[src/rtl/imem_loader_pkg.sv]
// Shared definitions for the IMEM program loader: default geometry,
// state encoding, data types and the header validity check.
package imem_loader_pkg;

  localparam int DEPTH_DEF      = 64;
  localparam int ADDR_W_DEF     = 6;
  localparam int DATA_W_DEF     = 32;
  localparam int BYTES_PER_WORD = 4;

  // Loader state encoding
  typedef logic [2:0] state_t;
  localparam state_t S_IDLE = 3'd0;
  localparam state_t S_HDR  = 3'd1;
  localparam state_t S_DATA = 3'd2;
  localparam state_t S_DONE = 3'd3;
  localparam state_t S_ERR  = 3'd4;

  typedef logic [DATA_W_DEF-1:0] word_t;
  typedef logic [ADDR_W_DEF-1:0] waddr_t;

  // A header (word count) is usable when it is non-zero and fits in IMEM.
  function automatic logic hdr_ok(input logic [7:0] n, input int depth);
    return (n != 8'd0) && (int'({24'd0, n}) <= depth);
  endfunction

endpackage

[src/rtl/imem_loader_if.sv]
// Loader bus: inbound byte stream (valid/ready) plus the outbound
// word-addressed IMEM write port. master = host side, slave = loader.
interface imem_loader_if #(
  parameter int ADDR_W = 6,
  parameter int DATA_W = 32
);
  logic [7:0]        in_data;
  logic              in_valid;
  logic              in_ready;
  logic              imem_we;
  logic [ADDR_W-1:0] imem_waddr;
  logic [DATA_W-1:0] imem_wdata;

  modport master (
    output in_data, in_valid,
    input  in_ready, imem_we, imem_waddr, imem_wdata
  );

  modport slave (
    input  in_data, in_valid,
    output in_ready, imem_we, imem_waddr, imem_wdata
  );
endinterface

[src/rtl/imem_loader_byte_packer.sv]
// Little-endian byte-to-word packer. Holds the first three bytes of a word;
// the fourth byte is combined on the fly so word_ready/word are valid in
// the same cycle that byte is accepted.
module byte_packer
  import imem_loader_pkg::*;
(
  input  logic       clk,
  input  logic       reset,
  input  logic       clear,
  input  logic       accept,
  input  logic [7:0] in_byte,
  output logic       word_ready,
  output word_t      word
);

  localparam int HELD_BYTES = BYTES_PER_WORD - 1;

  logic [1:0]              byte_idx_reg;
  logic [8*HELD_BYTES-1:0] shift_reg;

  // Byte position counter, wraps 3 -> 0 after each complete word
  always_ff @(posedge clk) begin
    if (reset || clear) begin
      byte_idx_reg <= 2'd0;
    end else if (accept) begin
      byte_idx_reg <= byte_idx_reg + 2'd1;
    end
  end

  // One holding register per low byte lane; byte k lands in bits [8k+7:8k]
  generate
    for (genvar gi = 0; gi < HELD_BYTES; gi++) begin : g_lane
      always_ff @(posedge clk) begin
        if (reset || clear) begin
          shift_reg[8*gi +: 8] <= 8'd0;
        end else if (accept && (byte_idx_reg == 2'(gi))) begin
          shift_reg[8*gi +: 8] <= in_byte;
        end
      end
    end
  endgenerate

  assign word_ready = accept && (byte_idx_reg == 2'd3);
  assign word       = {in_byte, shift_reg};

endmodule

[src/rtl/imem_loader.sv]
// IMEM program loader: reads a word-count header then N little-endian
// words from a byte stream, writes them to IMEM and keeps the CPU in
// reset until the whole image has been written.
module imem_loader
  import imem_loader_pkg::*;
#(
  parameter int DEPTH  = DEPTH_DEF,
  parameter int ADDR_W = ADDR_W_DEF,
  parameter int DATA_W = DATA_W_DEF
) (
  input  logic            clk,
  input  logic            reset,
  input  logic            start,
  imem_loader_if.slave    bus,
  output logic            cpu_hold,
  output logic            done,
  output logic            error,
  output logic [ADDR_W:0] words_loaded
);

  state_t            state_reg;
  state_t            state_next;
  logic [ADDR_W:0]   n_reg;
  logic [ADDR_W-1:0] word_idx_reg;
  logic              imem_we_reg;
  logic [ADDR_W-1:0] imem_waddr_reg;
  logic [DATA_W-1:0] imem_wdata_reg;
  logic [ADDR_W:0]   words_loaded_reg;

  logic              in_ready;
  logic              accept;
  logic              data_accept;
  logic              header_good;
  logic              word_ready;
  word_t             packed_word;
  logic [ADDR_W:0]   idx_plus1;
  logic              last_word;
  logic              restart;

  assign in_ready    = (state_reg == S_HDR) || (state_reg == S_DATA);
  assign accept      = bus.in_valid && in_ready;
  assign data_accept = accept && (state_reg == S_DATA);
  assign header_good = hdr_ok(bus.in_data, DEPTH);
  assign idx_plus1   = {1'b0, word_idx_reg} + (ADDR_W+1)'(1);
  assign last_word   = (idx_plus1 == n_reg);
  // start only matters where a load is not in progress
  assign restart     = start && ((state_reg == S_IDLE) || (state_reg == S_DONE) ||
                                 (state_reg == S_ERR));

  byte_packer u_packer (
    .clk        (clk),
    .reset      (reset),
    .clear      (state_reg != S_DATA),
    .accept     (data_accept),
    .in_byte    (bus.in_data),
    .word_ready (word_ready),
    .word       (packed_word)
  );

  // Next-state decode for the load sequence
  always_comb begin
    state_next = state_reg;
    case (state_reg)
      S_IDLE:  if (start) state_next = S_HDR;
      S_HDR:   if (accept) state_next = header_good ? S_DATA : S_ERR;
      S_DATA:  if (word_ready && last_word) state_next = S_DONE;
      S_DONE:  if (start) state_next = S_HDR;
      S_ERR:   if (start) state_next = S_HDR;
      default: state_next = S_IDLE;
    endcase
  end

  // State register
  always_ff @(posedge clk) begin
    if (reset) begin
      state_reg <= S_IDLE;
    end else begin
      state_reg <= state_next;
    end
  end

  // Word count latch from a good header
  always_ff @(posedge clk) begin
    if (reset) begin
      n_reg <= '0;
    end else if ((state_reg == S_HDR) && accept && header_good) begin
      n_reg <= bus.in_data[ADDR_W:0];
    end
  end

  // Word index and progress counter; index stops at N-1 instead of wrapping
  always_ff @(posedge clk) begin
    if (reset) begin
      word_idx_reg     <= '0;
      words_loaded_reg <= '0;
    end else if ((state_reg == S_IDLE) || restart) begin
      word_idx_reg     <= '0;
      words_loaded_reg <= '0;
    end else if ((state_reg == S_HDR) && accept) begin
      word_idx_reg     <= '0;
    end else if (word_ready) begin
      if (!last_word) begin
        word_idx_reg <= word_idx_reg + ADDR_W'(1);
      end
      words_loaded_reg <= words_loaded_reg + (ADDR_W+1)'(1);
    end
  end

  // IMEM write port: one-cycle strobe registered with the completed word
  always_ff @(posedge clk) begin
    if (reset) begin
      imem_we_reg    <= 1'b0;
      imem_waddr_reg <= '0;
      imem_wdata_reg <= '0;
    end else begin
      imem_we_reg <= word_ready;
      if (word_ready) begin
        imem_waddr_reg <= word_idx_reg;
        imem_wdata_reg <= DATA_W'(packed_word);
      end
    end
  end

  assign bus.in_ready   = in_ready;
  assign bus.imem_we    = imem_we_reg;
  assign bus.imem_waddr = imem_waddr_reg;
  assign bus.imem_wdata = imem_wdata_reg;

  assign cpu_hold     = (state_reg != S_DONE);
  assign done         = (state_reg == S_DONE);
  assign error        = (state_reg == S_ERR);
  assign words_loaded = words_loaded_reg;

endmodule

[src/flat_wrapper.sv]
// flat-port wrapper written by rule: the top's interface ports become plain ports
module imem_loader_flat import imem_loader_pkg::*;
#(
  parameter int DEPTH  = DEPTH_DEF,
  parameter int ADDR_W = ADDR_W_DEF,
  parameter int DATA_W = DATA_W_DEF
)
  (clk, reset, start, cpu_hold, done, error, words_loaded, bus_in_data, bus_in_valid, bus_in_ready, bus_imem_we, bus_imem_waddr, bus_imem_wdata);
  imem_loader_if #(.ADDR_W(ADDR_W), .DATA_W(DATA_W)) bus_i ();
  input  logic clk;
  input  logic reset;
  input  logic start;
  output logic cpu_hold;
  output logic done;
  output logic error;
  output logic [ADDR_W:0] words_loaded;
  input wire logic [$bits(bus_i.in_data)-1:0] bus_in_data;
  input wire logic [$bits(bus_i.in_valid)-1:0] bus_in_valid;
  output wire logic [$bits(bus_i.in_ready)-1:0] bus_in_ready;
  output wire logic [$bits(bus_i.imem_we)-1:0] bus_imem_we;
  output wire logic [$bits(bus_i.imem_waddr)-1:0] bus_imem_waddr;
  output wire logic [$bits(bus_i.imem_wdata)-1:0] bus_imem_wdata;
  assign bus_i.in_data = bus_in_data;
  assign bus_i.in_valid = bus_in_valid;
  assign bus_in_ready = bus_i.in_ready;
  assign bus_imem_we = bus_i.imem_we;
  assign bus_imem_waddr = bus_i.imem_waddr;
  assign bus_imem_wdata = bus_i.imem_wdata;
  imem_loader #(.DEPTH(DEPTH), .ADDR_W(ADDR_W), .DATA_W(DATA_W)) u_core (.clk(clk), .reset(reset), .start(start), .bus(bus_i), .cpu_hold(cpu_hold), .done(done), .error(error), .words_loaded(words_loaded));
endmodule
[config.mk]
export PLATFORM = sky130hd
export DESIGN_NAME = imem_loader_flat
export DESIGN_NICKNAME = d
export VERILOG_FILES = /design/src/rtl/imem_loader_pkg.sv /design/src/rtl/imem_loader_if.sv /design/src/rtl/imem_loader_byte_packer.sv /design/src/rtl/imem_loader.sv /design/src/flat_wrapper.sv
export SDC_FILE = /design/constraint.sdc
export NUM_CORES = 1
export LEC_CHECK = 0
export ABC_AREA = 1
export BUFFER_PORTS_ARGS = -buffer_cell sky130_fd_sc_hd__buf_4
export CAP_MARGIN = 20
export CORE_MARGIN = 2
export CORE_UTILIZATION = 40
export DETAILED_ROUTE_END_ITERATION = 8
export PLACE_DENSITY = 0.58
export SLEW_MARGIN = 15
export SYNTH_ARGS = -nofsm -noshare
export SYNTH_HDL_FRONTEND = slang
export SYNTH_SLANG_ARGS = --single-unit
[constraint.sdc]
create_clock -name clk -period 1.85 [get_ports clk]
set_input_delay 0.37 -clock clk [delete_from_list [all_inputs] [get_ports clk]]
set_output_delay 0.37 -clock clk [all_outputs]
set_load 0.02 [all_outputs]
==> reports/qor_table.md, run 1 <==
| Item | Value |
| --- | --- |
| Run status | finished clean |
| First drt pass iteration count | 4 |
| GRT Total Usage | 0.1802 |
| Share of flip-flops with an asynchronous set or reset after synthesis | 0 |
| Clock transition at path regs | 90 ps |
| Count of endpoints failing setup in the final report | 0 |
| Cells after Synth | 483 |
| Fraction of power spent switching nets | 0.3079 |
| Net switching component of the power | 1.254 mW |
| Diodes inserted | 0 |
| Max reg flops | 32 |
| Initial antenna violation count | 0 |
| Slew at the pin with the worst max-slew slack | 411.8 ps |
| Share of power burned in the clock network | 0.337 |
| Chip Width | 99.54 um |
| Nets | 561 |
| # DRC | 0 |
| Peak supply drop | 0.0005740 V |
| Final-layout setup total negative slack | 0 ps |
| Number of maximum-capacitance violations | 0 |
| RSZ-0062 raised after global routing | false |
| Number of buffers created by CTS | 9 |
| Most area-hungry cell type in the Yosys netlist | dfxtp_1 |
| Classification of the worst-slack hold path | in -> reg |
| Crit path time final | 1715 ps |
| DRC marker count from the first detailed-route iteration | 220 |
| Final hold viol count | 0 |
| Number of pins with negative max-slew slack in the final report | 0 |
| Skew-Pair Late Insertion Delay | 360 ps |
| Effective utilization at floorplan | 0.4146 |
| Achievable frequency | 0.5832 GHz |
| Logic pwr share | 0.177 |
| Sum of net half-perimeters after detailed placement | 6.088 mm |
| Final worst path period share | 0.9268 |
| Highest routing layer actually used | met4 |
| Post-synthesis to final-layout area growth | 20.53% |
| Fraction of final layout cells sized beyond drive strength 1 | 0.1989 |
| Yosys reg bits | 88 |
| Register area share after synthesis | 0.4825 |
| Worst slew margin relative to its limit | 0.7254 |
| Arrival time at the worst endpoint | 1340 ps |
| Ys flop type | dfxtp_1 |
| Dpl ws | 110.0 ps |
| Met3 WL | 409 um |
| Global-route wire length before repair | 14.23 mm |
| Sinks on Clock Net | 88 |
| Startpoint class of the critical path | register |
| Total routed wire length on the met1 layer | 4.417 mm |
| Top fanout value on the critical path | 4 |
| Placement Rows | 34 |
| Final ANT Viol Nets | 0 |
| Buffer type at the clock tree root | clkbuf_8 |
| Total congestion overflow | 0 |
| Count of boundary I/O pins | 62 |
| Vias per cell | 4.982 |
| Worst Setup Path Type | reg -> out |
| Die outline height | 99.54 um |
| Post-synth EDFFs | 0 |
| Minimum setup slack in the final design | 135.4 ps |
| Count of vias placed by the detailed router | 3268 |
| Total nets after synthesis | 501 |
| Synthesis Warnings | 0 |
| Internal power | 2.818 mW |
| Lkg Pwr | 1.667 nW |
| Count of hold-fix buffers inserted at cts | 0 |
| # port buffers | 61 |
| Capturing element type of the critical path | primary output |
| Number of buffers between clock root and the deepest sink | 2 |
| Cell area after synthesis | 0.003651 mm^2 |
| Cell types with the largest area share after synthesis | dfxtp_1 (48%), nand2_1 (14%), a21oi_1 (12%) |
| Total met2 wirelength after detailed routing | 3.726 mm |
| Routed wire length | 8.667 mm |
| Required time of the critical path | 1480 ps |
| Average routed wire per standard cell | 13.21 um |
| Dominant cell by count in the synthesized netlist | nand2_1 |
| Number of global-route vias before repair | 2973 |
| TritonCTS clock tree | built |
| Number of post-CTS setup repair buffers | 0 |
| Pwr Density | 925.4 mW/mm^2 |
| DIE AREA | 0.009907 mm^2 |
| Clock H-tree levels | 3 |
| Average cell area after synthesis | 7.559 um^2 |
| Area share of the largest cell type after synthesis | 0.4825 |
| Maximum number of pins on one net before global-route repair | 37 |
| Worst Skew | 13.51 ps |
| Sequential group share of total power | 0.486 |
| Final GP Congestion | 0.8542 |
| Post-synthesis cell type count | 29 |
| Total core area | 0.008806 mm^2 |
| Most instantiated cells after synthesis | nand2_1 (141), dfxtp_1 (88), a21oi_1 (85) |
[area by class of cell]
type                    count  area (um^2)
fillers                   888         4405
flip-flops and latches     88         1763
multi-input cells         338         1619
repair buffers             71        536.8
inverters                  35        141.4
well taps                 108        135.1
clock buffers              10        127.6
clock inverters             6        77.57
[metrics by stage]
stage | power [mW] | utilization | hold WS [ps] | cells | cell area [um^2]
global route | 4.285 | 0.4997 | 302.7 | 656 | 4400
CTS | 4.111 | 0.4991 | 277.2 | 656 | 4395
floorplan | 2.518 | - | 439.0 | 483 | 3651
detailed placement | 2.744 | 0.4758 | 454.0 | 640 | 4190
finish | 4.072 | 0.4997 | 289.8 | 656 | 4400
global placement | 2.739 | 0.4758 | 451.8 | 640 | 4190
[final timing paths]
check / from / endpoint / slack [ps] / cells after the start
min reg2reg: u_core.u_packer.word[10] / u_core.bus.imem_wdata[10] / 460 / 2
max: u_core.state_reg[0] / bus_in_ready / 140 / 5
min: bus_in_valid / u_core.u_packer.byte_idx_reg[0] / 290 / 3
max reg2reg: u_core.word_idx_reg[1] / u_core.word_idx_reg[3] / 160 / 11
[power by group through the flow]
stage	combinational, mW	sequential [mW]	clock, mW
after floorplan	0.505	2.01	0
after global placement	0.718	2.02	0
after detailed placement	0.723	2.02	0
after CTS	0.726	1.98	1.41
after global routing	0.806	1.98	1.49
final	0.721	1.98	1.37
[timing repair]
item                                    in CTS  in global routing
endpoints found under the setup margin       0                 11
endpoints found under the hold margin        0                  0
resized for setup                            0                  2
[cell families after synthesis]
logic type / share of synthesized area
flip-flops: 0.4825
adder cells (fa/ha/maj): 0.02056
buffers and inverters: 0.07402
AND/OR/NAND/NOR: 0.2683
XOR/XNOR: 0.004456
AO/OA/AOI/OAI: 0.1501
[critical path: stages, from the launching register on]
cell	delay, ps
dfxtp_1	430
inv_1	90
nor3_2	150
inv_1	100
nand2_1	80
buf_4	140
[cell usage in the layout, fill, tap and decap left out, types with 3 or more instances in the layout]
cell type,n
a21oi_1,85
buf_4,70
clkbuf_8,9
clkinv_4,4
dfxtp_1,87
ha_1,6
inv_1,32
nand2_1,141
nand2_2,5
nand3_1,45
nor2_1,18
nor2_2,5
nor3_1,3
o21ai_0,13
[per-layer routing]
layer,up-vias,global-route usage
li1,1692,-
met1,1495,0.2606
met2,72,0.2620
met3,9,0.03865
met4,0,0.07060
met5,-,0
No activity file was read; power rests on OpenSTA's default activity.
==> run 2: changes to the inputs <==
--- a/config.mk
+++ b/config.mk
@@ -8,10 +8,10 @@
 export ABC_AREA = 1
 export BUFFER_PORTS_ARGS = -buffer_cell sky130_fd_sc_hd__buf_4
 export CAP_MARGIN = 20
-export CORE_MARGIN = 2
 export CORE_UTILIZATION = 40
 export DETAILED_ROUTE_END_ITERATION = 8
 export PLACE_DENSITY = 0.58
+export SETUP_SLACK_MARGIN = 0.15
 export SLEW_MARGIN = 15
 export SYNTH_ARGS = -nofsm -noshare
 export SYNTH_HDL_FRONTEND = slang
==> run 2 against run 1 <==
Utilization increased by 1.9 points; via count shrank 0.46%; setup slack improved by 25 ps; register-to-register slack hardly changed.
==> reports/qor_table.md, run 2 (synthesis results as in run 1) <==
| Item | Value | Change |
| --- | --- | --- |
| TritonCTS clock tree | built | unchanged |
| Lkg Pwr | 1.715 nW | was 1.667 nW |
| Initial antenna violation count | 0 | unchanged |
| Arrival time at the worst endpoint | 1940 ps | was 1340 ps |
| Effective utilization at floorplan | 0.4166 | was 0.4146 |
| Most frequent cells in the layout | nand2_1 (132), a21oi_1 (83), dfxtp_1 (82), buf_4 (75), nand3_1 (44) | was nand2_1 (141), dfxtp_1 (87), a21oi_1 (85), buf_4 (70), nand3_1 (45) |
| Worst Setup Path Type | reg -> reg | was reg -> out |
| Nets | 566 | was 561 |
| CP max stage delay | 370 ps | was 430 ps |
| # DRC | 0 | unchanged |
| Number of global-route vias before repair | 2900 | was 2973 |
| Number of buffers between clock root and the deepest sink | 2 | unchanged |
| Max reg flops | 32 | unchanged |
| Placement Rows | 34 | unchanged |
| Crit path time final | 1689 ps | was 1715 ps |
| Post-route worst hold slack | 291.8 ps | was 289.8 ps |
| Buffer type at the clock tree root | clkbuf_8 | unchanged |
| Final-layout setup total negative slack | 0 ps | unchanged |
| Slew at the pin with the worst max-slew slack | 407.1 ps | was 411.8 ps |
| Delay-heaviest family, CP | simple AND/OR/NAND/NOR gates | was flip-flops |
| Pwr Density | 960.2 mW/mm^2 | was 925.4 mW/mm^2 |
| Final ANT Viol Nets | 0 | unchanged |
| Count of endpoints failing setup in the final report | 0 | unchanged |
| Critical path depth in cells | 11 | was 5 |
| Sum of net half-perimeters after detailed placement | 6.000 mm | was 6.088 mm |
| Diodes inserted | 0 | unchanged |
| Final worst path period share | 0.9132 | was 0.9268 |
| Worst-case hold path end point | u_core.u_packer.byte_idx_reg[0] | unchanged |
| # port buffers | 61 | unchanged |
| Register-to-register setup slack | 160 ps | about the same |
| Cell depth of the worst flop-to-flop path | 11 | unchanged |
| Classification of the worst-slack hold path | in -> reg | unchanged |
| Run status | finished clean | unchanged |
| Total core area | 0.008763 mm^2 | was 0.008806 mm^2 |
| Hold Path Stages | 3 | unchanged |
| CP Cell Sequence | ha_4 > nand2_2 > nor2_2 > nand2_1 > or2_0 > nand2_1 > nor2_2 > nand2_2 > nand2_4 > buf_4 > o21a_1 | was inv_1 > nor3_2 > inv_1 > nand2_1 > buf_4 |
| Top fanout value on the critical path | 8 | was 4 |
| Worst Skew | 6.643 ps | was 13.51 ps |
| Startpoint of the worst hold path | bus_in_valid | unchanged |
| Routed wire length | 8.644 mm | was 8.667 mm |
| Highest-delay cell along the critical path | dfxtp_4 | was dfxtp_1 |
| Capturing element type of the critical path | register | was primary output |
| Startpoint class of the critical path | register | unchanged |
| Clock H-tree levels | 3 | unchanged |
| Post-synthesis to final-layout area growth | 24.43% | was 20.53% |
| Fraction of final layout cells sized beyond drive strength 1 | 0.2464 | was 0.1989 |
| RSZ-0062 raised after global routing | true | was false |
| DIE AREA | 0.009513 mm^2 | was 0.009907 mm^2 |
| Number of buffers created by CTS | 9 | unchanged |
| Average routed wire per standard cell | 13.10 um | was 13.21 um |
| Achievable frequency | 0.5919 GHz | was 0.5832 GHz |
| Count of hold-fix buffers inserted at cts | 0 | unchanged |
| Worst slew margin relative to its limit | 0.7286 | was 0.7254 |
| Sinks on Clock Net | 88 | unchanged |
| Global-route wire length before repair | 14.06 mm | was 14.23 mm |
| Count of boundary I/O pins | 62 | unchanged |
| Die outline height | 97.54 um | was 99.54 um |
| Number of pins with negative max-slew slack in the final report | 0 | unchanged |
| GRT Total Usage | 0.1831 | was 0.1802 |
| Peak supply drop | 0.0007019 V | was 0.0005740 V |
| Most common library cell in the layout ignoring fill and taps | nand2_1 | unchanged |
| Crit path buffers/inverters | 1 | was 3 |
| Number of maximum-capacitance violations | 0 | unchanged |
| Fill cell instance count of the final layout | 878 | was 888 |
| Maximum number of pins on one net before global-route repair | 37 | unchanged |
| Count of vias placed by the detailed router | 3253 | was 3268 |
| Chip Width | 97.54 um | was 99.54 um |
| Critical R2R Capture | u_core.word_idx_reg[3] | unchanged |
| Reg-to-Reg Start | u_core.word_idx_reg[1] | unchanged |
| Final GP Congestion | 0.7987 | was 0.8542 |
| Skew-Pair Late Insertion Delay | 350 ps | was 360 ps |
| Final hold viol count | 0 | unchanged |
| Clock transition at path regs | 90 ps | about the same |
| Total congestion overflow | 0 | unchanged |
| DRC marker count from the first detailed-route iteration | 121 | was 220 |
| Required time of the critical path | 2100 ps | was 1480 ps |
| Vias per cell | 4.929 | was 4.982 |
| First drt pass iteration count | 4 | unchanged |
-- run 2: cell count changes in the layout (fill, tap and decap cells not counted), sizes merged --
cell    previous run  this run
clkbuf            10         9
buf               71        76
bufinv             1         3
clkinv             4         2
-- run 2: final cells by class --
| type | instances | area, um^2 | share of cell area |
|---|---|---|---|
| Clock buffer | 9 | 123.9 | 0.02727 |
| Clock inverter | 6 | 115.1 | 0.02534 |
| Inverter | 35 | 151.4 | 0.03332 |
| Multi-Input combinational cell | 338 | 1672 | 0.3679 |
| Sequential cell | 88 | 1772 | 0.3900 |
| Tap cell | 108 | 135.1 | 0.02974 |
| Timing Repair Buffer | 76 | 574.3 | 0.1264 |
-- run 2: repair_timing --
action | CTS | global route
buffers inserted | 1 | 4
endpoints found under the setup margin | 8 | 52
endpoints found under the hold margin | 0 | 0
gates resized for setup | 5 | 25
pin swaps | 2 | 13
-- run 2: through the flow --
step             util  power (mW)  area, um^2  cells  worst slack, ps
6_report       0.5184       4.362        4543    660            160.6
5_1_grt        0.5184       4.560        4543    660            37.97
4_1_cts        0.5071       4.331        4444    656            141.6
3_5_place_dp   0.4782       2.743        4190    640            98.17
3_3_place_gp   0.4782       2.739        4190    640            192.0
2_1_floorplan       -       2.518        3651    483            218.0
-- run 2: where the power goes --
group / switching [mW] / total [mW] / internal [mW]
registers: 0.0452 / 1.98 / 1.94
clock network: 0.696 / 1.60 / 0.899
logic: 0.516 / 0.783 / 0.267
total: 1.26 / 4.36 / 3.11
-- run 2: tightest hold or removal path, cell delays in order --
cell,delay (ps)
buf_4,120
nand2_1,60
a21oi_1,50
-- run 2: worst max-delay path by stage --
stage / end / from / slack, ps
4_1_cts: u_core.word_idx_reg[3] / u_core.word_idx_reg[1] / 140
6_report: u_core.word_idx_reg[3] / u_core.word_idx_reg[1] / 160
3_5_place_dp: u_core.word_idx_reg[3] / u_core.word_idx_reg[1] / 100
2_1_floorplan: u_core.word_idx_reg[3] / u_core.word_idx_reg[0] / 220
3_3_place_gp: u_core.n_reg[4] / bus_in_data[4] / 190
5_1_grt: u_core.word_idx_reg[0] / u_core.word_idx_reg[1] / 40
-- run 2: metal layers --
layer	track usage	vias to the layer above	share of wire
met2	0.2657	62	0.43
li1	-	1698	-
met1	0.2657	1481	0.52
met5	0	-	0
met3	0.03237	12	0.037
met4	0.07579	0	0.018
==> run 3: changes to the inputs <==
--- a/config.mk
+++ b/config.mk
@@ -8,9 +8,11 @@
 export ABC_AREA = 1
 export BUFFER_PORTS_ARGS = -buffer_cell sky130_fd_sc_hd__buf_4
 export CAP_MARGIN = 20
+export CELL_PAD_IN_SITES_DETAIL_PLACEMENT = 1
+export CELL_PAD_IN_SITES_GLOBAL_PLACEMENT = 1
 export CORE_UTILIZATION = 40
 export DETAILED_ROUTE_END_ITERATION = 8
-export PLACE_DENSITY = 0.58
+export PLACE_DENSITY = 0.76
 export SETUP_SLACK_MARGIN = 0.15
 export SLEW_MARGIN = 15
 export SYNTH_ARGS = -nofsm -noshare
==> run 3 against run 2 <==
Total power increased by 3.6%; setup slack got worse by 5.8 ps; die area unchanged; largest cell class unchanged; critical path type unchanged; wire length increased by 18%.
==> reports/qor_table.md, run 3 (synthesis results as in run 1) <==
| Item | Value | Change |
| --- | --- | --- |
| Final GP Congestion | 0.7735 | was 0.7987 |
| Total congestion overflow | 0 | unchanged |
| Classification of the worst-slack hold path | in -> reg | unchanged |
| Capturing element type of the critical path | register | unchanged |
| Skew-Pair Late Insertion Delay | 360 ps | was 350 ps |
| Internal power | 3.180 mW | was 3.105 mW |
| Net switching component of the power | 1.338 mW | was 1.257 mW |
| Count of hold-fix buffers inserted at cts | 0 | unchanged |
| Slew at the pin with the worst max-slew slack | 399.0 ps | was 407.1 ps |
| Count of boundary I/O pins | 62 | unchanged |
| Delay-heaviest family, CP | simple AND/OR/NAND/NOR gates | unchanged |
| Sequential group share of total power | 0.440 | was 0.455 |
| Clock H-tree levels | 3 | unchanged |
| Crit path time final | 1695 ps | was 1689 ps |
| Multi-input gate area in the final layout | 0.001714 mm^2 | was 0.001672 mm^2 |
| Worst Setup Path Type | reg -> reg | unchanged |
| Register-to-register setup slack | 150 ps | was 160 ps |
| Count of vias placed by the detailed router | 3423 | was 3253 |
| DRC marker count from the first detailed-route iteration | 123 | was 121 |
| Die outline height | 97.54 um | unchanged |
| Initial antenna violation count | 0 | unchanged |
| Global-route wire length before repair | 16.66 mm | was 14.06 mm |
| Arrival time at the worst endpoint | 1950 ps | was 1940 ps |
| Effective utilization at floorplan | 0.4166 | unchanged |
| CP max stage delay | 370 ps | about the same |
| Number of maximum-capacitance violations | 0 | unchanged |
| Maximum number of pins on one net before global-route repair | 37 | unchanged |
| Sequential cell area in the final layout | 0.001778 mm^2 | was 0.001772 mm^2 |
| DIE AREA | 0.009513 mm^2 | unchanged |
| Placement Rows | 34 | unchanged |
| Worst-case hold path end point | u_core.u_packer.byte_idx_reg[0] | unchanged |
| Number of pins with negative max-slew slack in the final report | 0 | unchanged |
| # port buffers | 61 | unchanged |
| Peak supply drop | 0.0005411 V | was 0.0007019 V |
| Final-layout setup total negative slack | 0 ps | unchanged |
| Run status | finished clean | unchanged |
| Clock transition at path regs | 90 ps | about the same |
| Nets | 568 | was 566 |
| Routed wire length | 10.19 mm | was 8.644 mm |
| Worst slew margin relative to its limit | 0.7340 | was 0.7286 |
| Fraction of power spent switching nets | 0.2961 | was 0.2882 |
| Sum of net half-perimeters after detailed placement | 6.900 mm | was 6.000 mm |
| Achievable frequency | 0.5899 GHz | was 0.5919 GHz |
| Pwr Density | 976.6 mW/mm^2 | was 960.2 mW/mm^2 |
| # DRC | 0 | unchanged |
| RSZ-0062 raised after global routing | true | unchanged |
| First drt pass iteration count | 4 | unchanged |
| Most frequent cells in the layout | nand2_1 (132), a21oi_1 (82), dfxtp_1 (81), buf_4 (75), nand3_1 (41) | was nand2_1 (132), a21oi_1 (83), dfxtp_1 (82), buf_4 (75), nand3_1 (44) |
| Startpoint of the worst hold path | bus_in_valid | unchanged |
| Cell depth of the worst flop-to-flop path | 13 | was 11 |
| Startpoint class of the critical path | register | unchanged |
| Count of endpoints failing setup in the final report | 0 | unchanged |
| Sinks on Clock Net | 88 | unchanged |
| Max reg flops | 32 | unchanged |
| Chip Width | 97.54 um | unchanged |
| Required time of the critical path | 2110 ps | was 2100 ps |
| Hold Path Stages | 3 | unchanged |
| Fraction of final layout cells sized beyond drive strength 1 | 0.2685 | was 0.2464 |
| Top fanout value on the critical path | 8 | unchanged |
| Critical R2R Capture | u_core.word_idx_reg[3] | unchanged |
| Total routed wire length on the met1 layer | 4.797 mm | was 4.466 mm |
| Final ANT Viol Nets | 0 | unchanged |
| Final worst path period share | 0.9163 | was 0.9132 |
| Fill cell instance count of the final layout | 1132 | was 878 |
| Overall power | 4.519 mW | was 4.362 mW |
| CP Cell Sequence | ha_4 > inv_2 > nand2_2 > nand2_2 > nand2_1 > nand2_1 > nor2_1 > nand2_1 > nor2_2 > nand2_2 > nand2_4 > a21oi_1 > o21a_1 | was ha_4 > nand2_2 > nor2_2 > nand2_1 > or2_0 > nand2_1 > nor2_2 > nand2_2 > nand2_4 > buf_4 > o21a_1 |
| GRT Total Usage | 0.2164 | was 0.1831 |
| Most common library cell in the layout ignoring fill and taps | nand2_1 | unchanged |
| Diodes inserted | 0 | unchanged |
| Buffer type at the clock tree root | clkbuf_8 | unchanged |
| Vias per cell | 5.163 | was 4.929 |
| Total core area | 0.008763 mm^2 | unchanged |
| Logic pwr share | 0.193 | was 0.179 |
| Average routed wire per standard cell | 15.37 um | was 13.10 um |
| Number of buffers between clock root and the deepest sink | 2 | unchanged |
| Final hold viol count | 0 | unchanged |
| TritonCTS clock tree | built | unchanged |
| Crit path buffers/inverters | 1 | unchanged |
| Post-synthesis to final-layout area growth | 26.73% | was 24.43% |
| Number of global-route vias before repair | 3400 | was 2900 |
| Number of buffers created by CTS | 9 | unchanged |
| Share of power burned in the clock network | 0.367 | was 0.366 |
| Highest routing layer actually used | met4 | unchanged |
| Met3 WL | 463 um | was 317 um |
| Total met2 wirelength after detailed routing | 4.803 mm | was 3.706 mm |
| Worst Skew | 6.305 ps | was 6.643 ps |
| Lkg Pwr | 1.746 nW | was 1.715 nW |
| Reg-to-Reg Start | u_core.word_idx_reg[0] | was u_core.word_idx_reg[1] |
| Highest-delay cell along the critical path | dfxtp_4 | unchanged |
[run 3: worst max path at each step]
stage,start,endpoint,slack [ps],depth (start not counted)
2_1_floorplan,u_core.word_idx_reg[0],u_core.word_idx_reg[3],220,11
3_3_place_gp,bus_in_data[4],u_core.n_reg[4],180,8
3_5_place_dp,bus_in_data[2],u_core.n_reg[0],80,8
4_1_cts,u_core.state_reg[2],u_core.u_packer.word[21],130,9
5_1_grt,u_core.word_idx_reg[0],u_core.word_idx_reg[0],40,13
6_report,u_core.word_idx_reg[0],u_core.word_idx_reg[3],150,13
[run 3: repair_timing]
item                                    in CTS  in global routing
endpoints found under the setup margin      17                 53
pin swaps                                   14                 19
gates resized for setup                     18                 27
setup buffers                                2                  5
[run 3: worst register-to-register path: cells and delay by family (launching register included)]
family	cells	cell delay (ps)
buffers and inverters	1	40
AND/OR/NAND/NOR	9	820
adder cells (fa/ha/maj)	1	160
AO/OA/AOI/OAI	2	180
flip-flops	1	370
[run 3: power by group through the flow]
stage,clock network (mW),logic (mW),registers [mW]
4_1_cts,1.68,0.751,1.98
3_5_place_dp,0,0.737,2.02
6_report,1.66,0.872,1.99
2_1_floorplan,0,0.505,2.01
3_3_place_gp,0,0.718,2.02
5_1_grt,1.76,0.958,2.00
[run 3: layer usage]
| layer | track usage | vias up |
|---|---|---|
| li1 | - | 1703 |
| met1 | 0.2899 | 1641 |
| met2 | 0.3518 | 68 |
| met3 | 0.03525 | 11 |
| met4 | 0.07805 | 0 |
| met5 | 0 | - |
[run 3: cell type report]
class	instances	share of cell area
Sequential cell	88	0.3843
Multi-Input combinational cell	338	0.3705
Timing Repair Buffer	78	0.1290
Inverter	35	0.03272
Clock buffer	10	0.02975
Tap cell	108	0.02921
Clock inverter	6	0.02461
[run 3: per-stage QoR]
stage                     hold slack [ps]  std cells  area (um^2)  setup WS [ps]    util
after floorplan                     439.0        483         3651          218.0       -
after global routing                297.2        663         4627          41.00  0.5280
final                               283.8        663         4627          154.8  0.5280
after CTS                           279.0        658         4507          130.8  0.5143
after detailed placement            455.8        640         4190          75.96  0.4782
after global placement              452.5        640         4190          181.3  0.4782
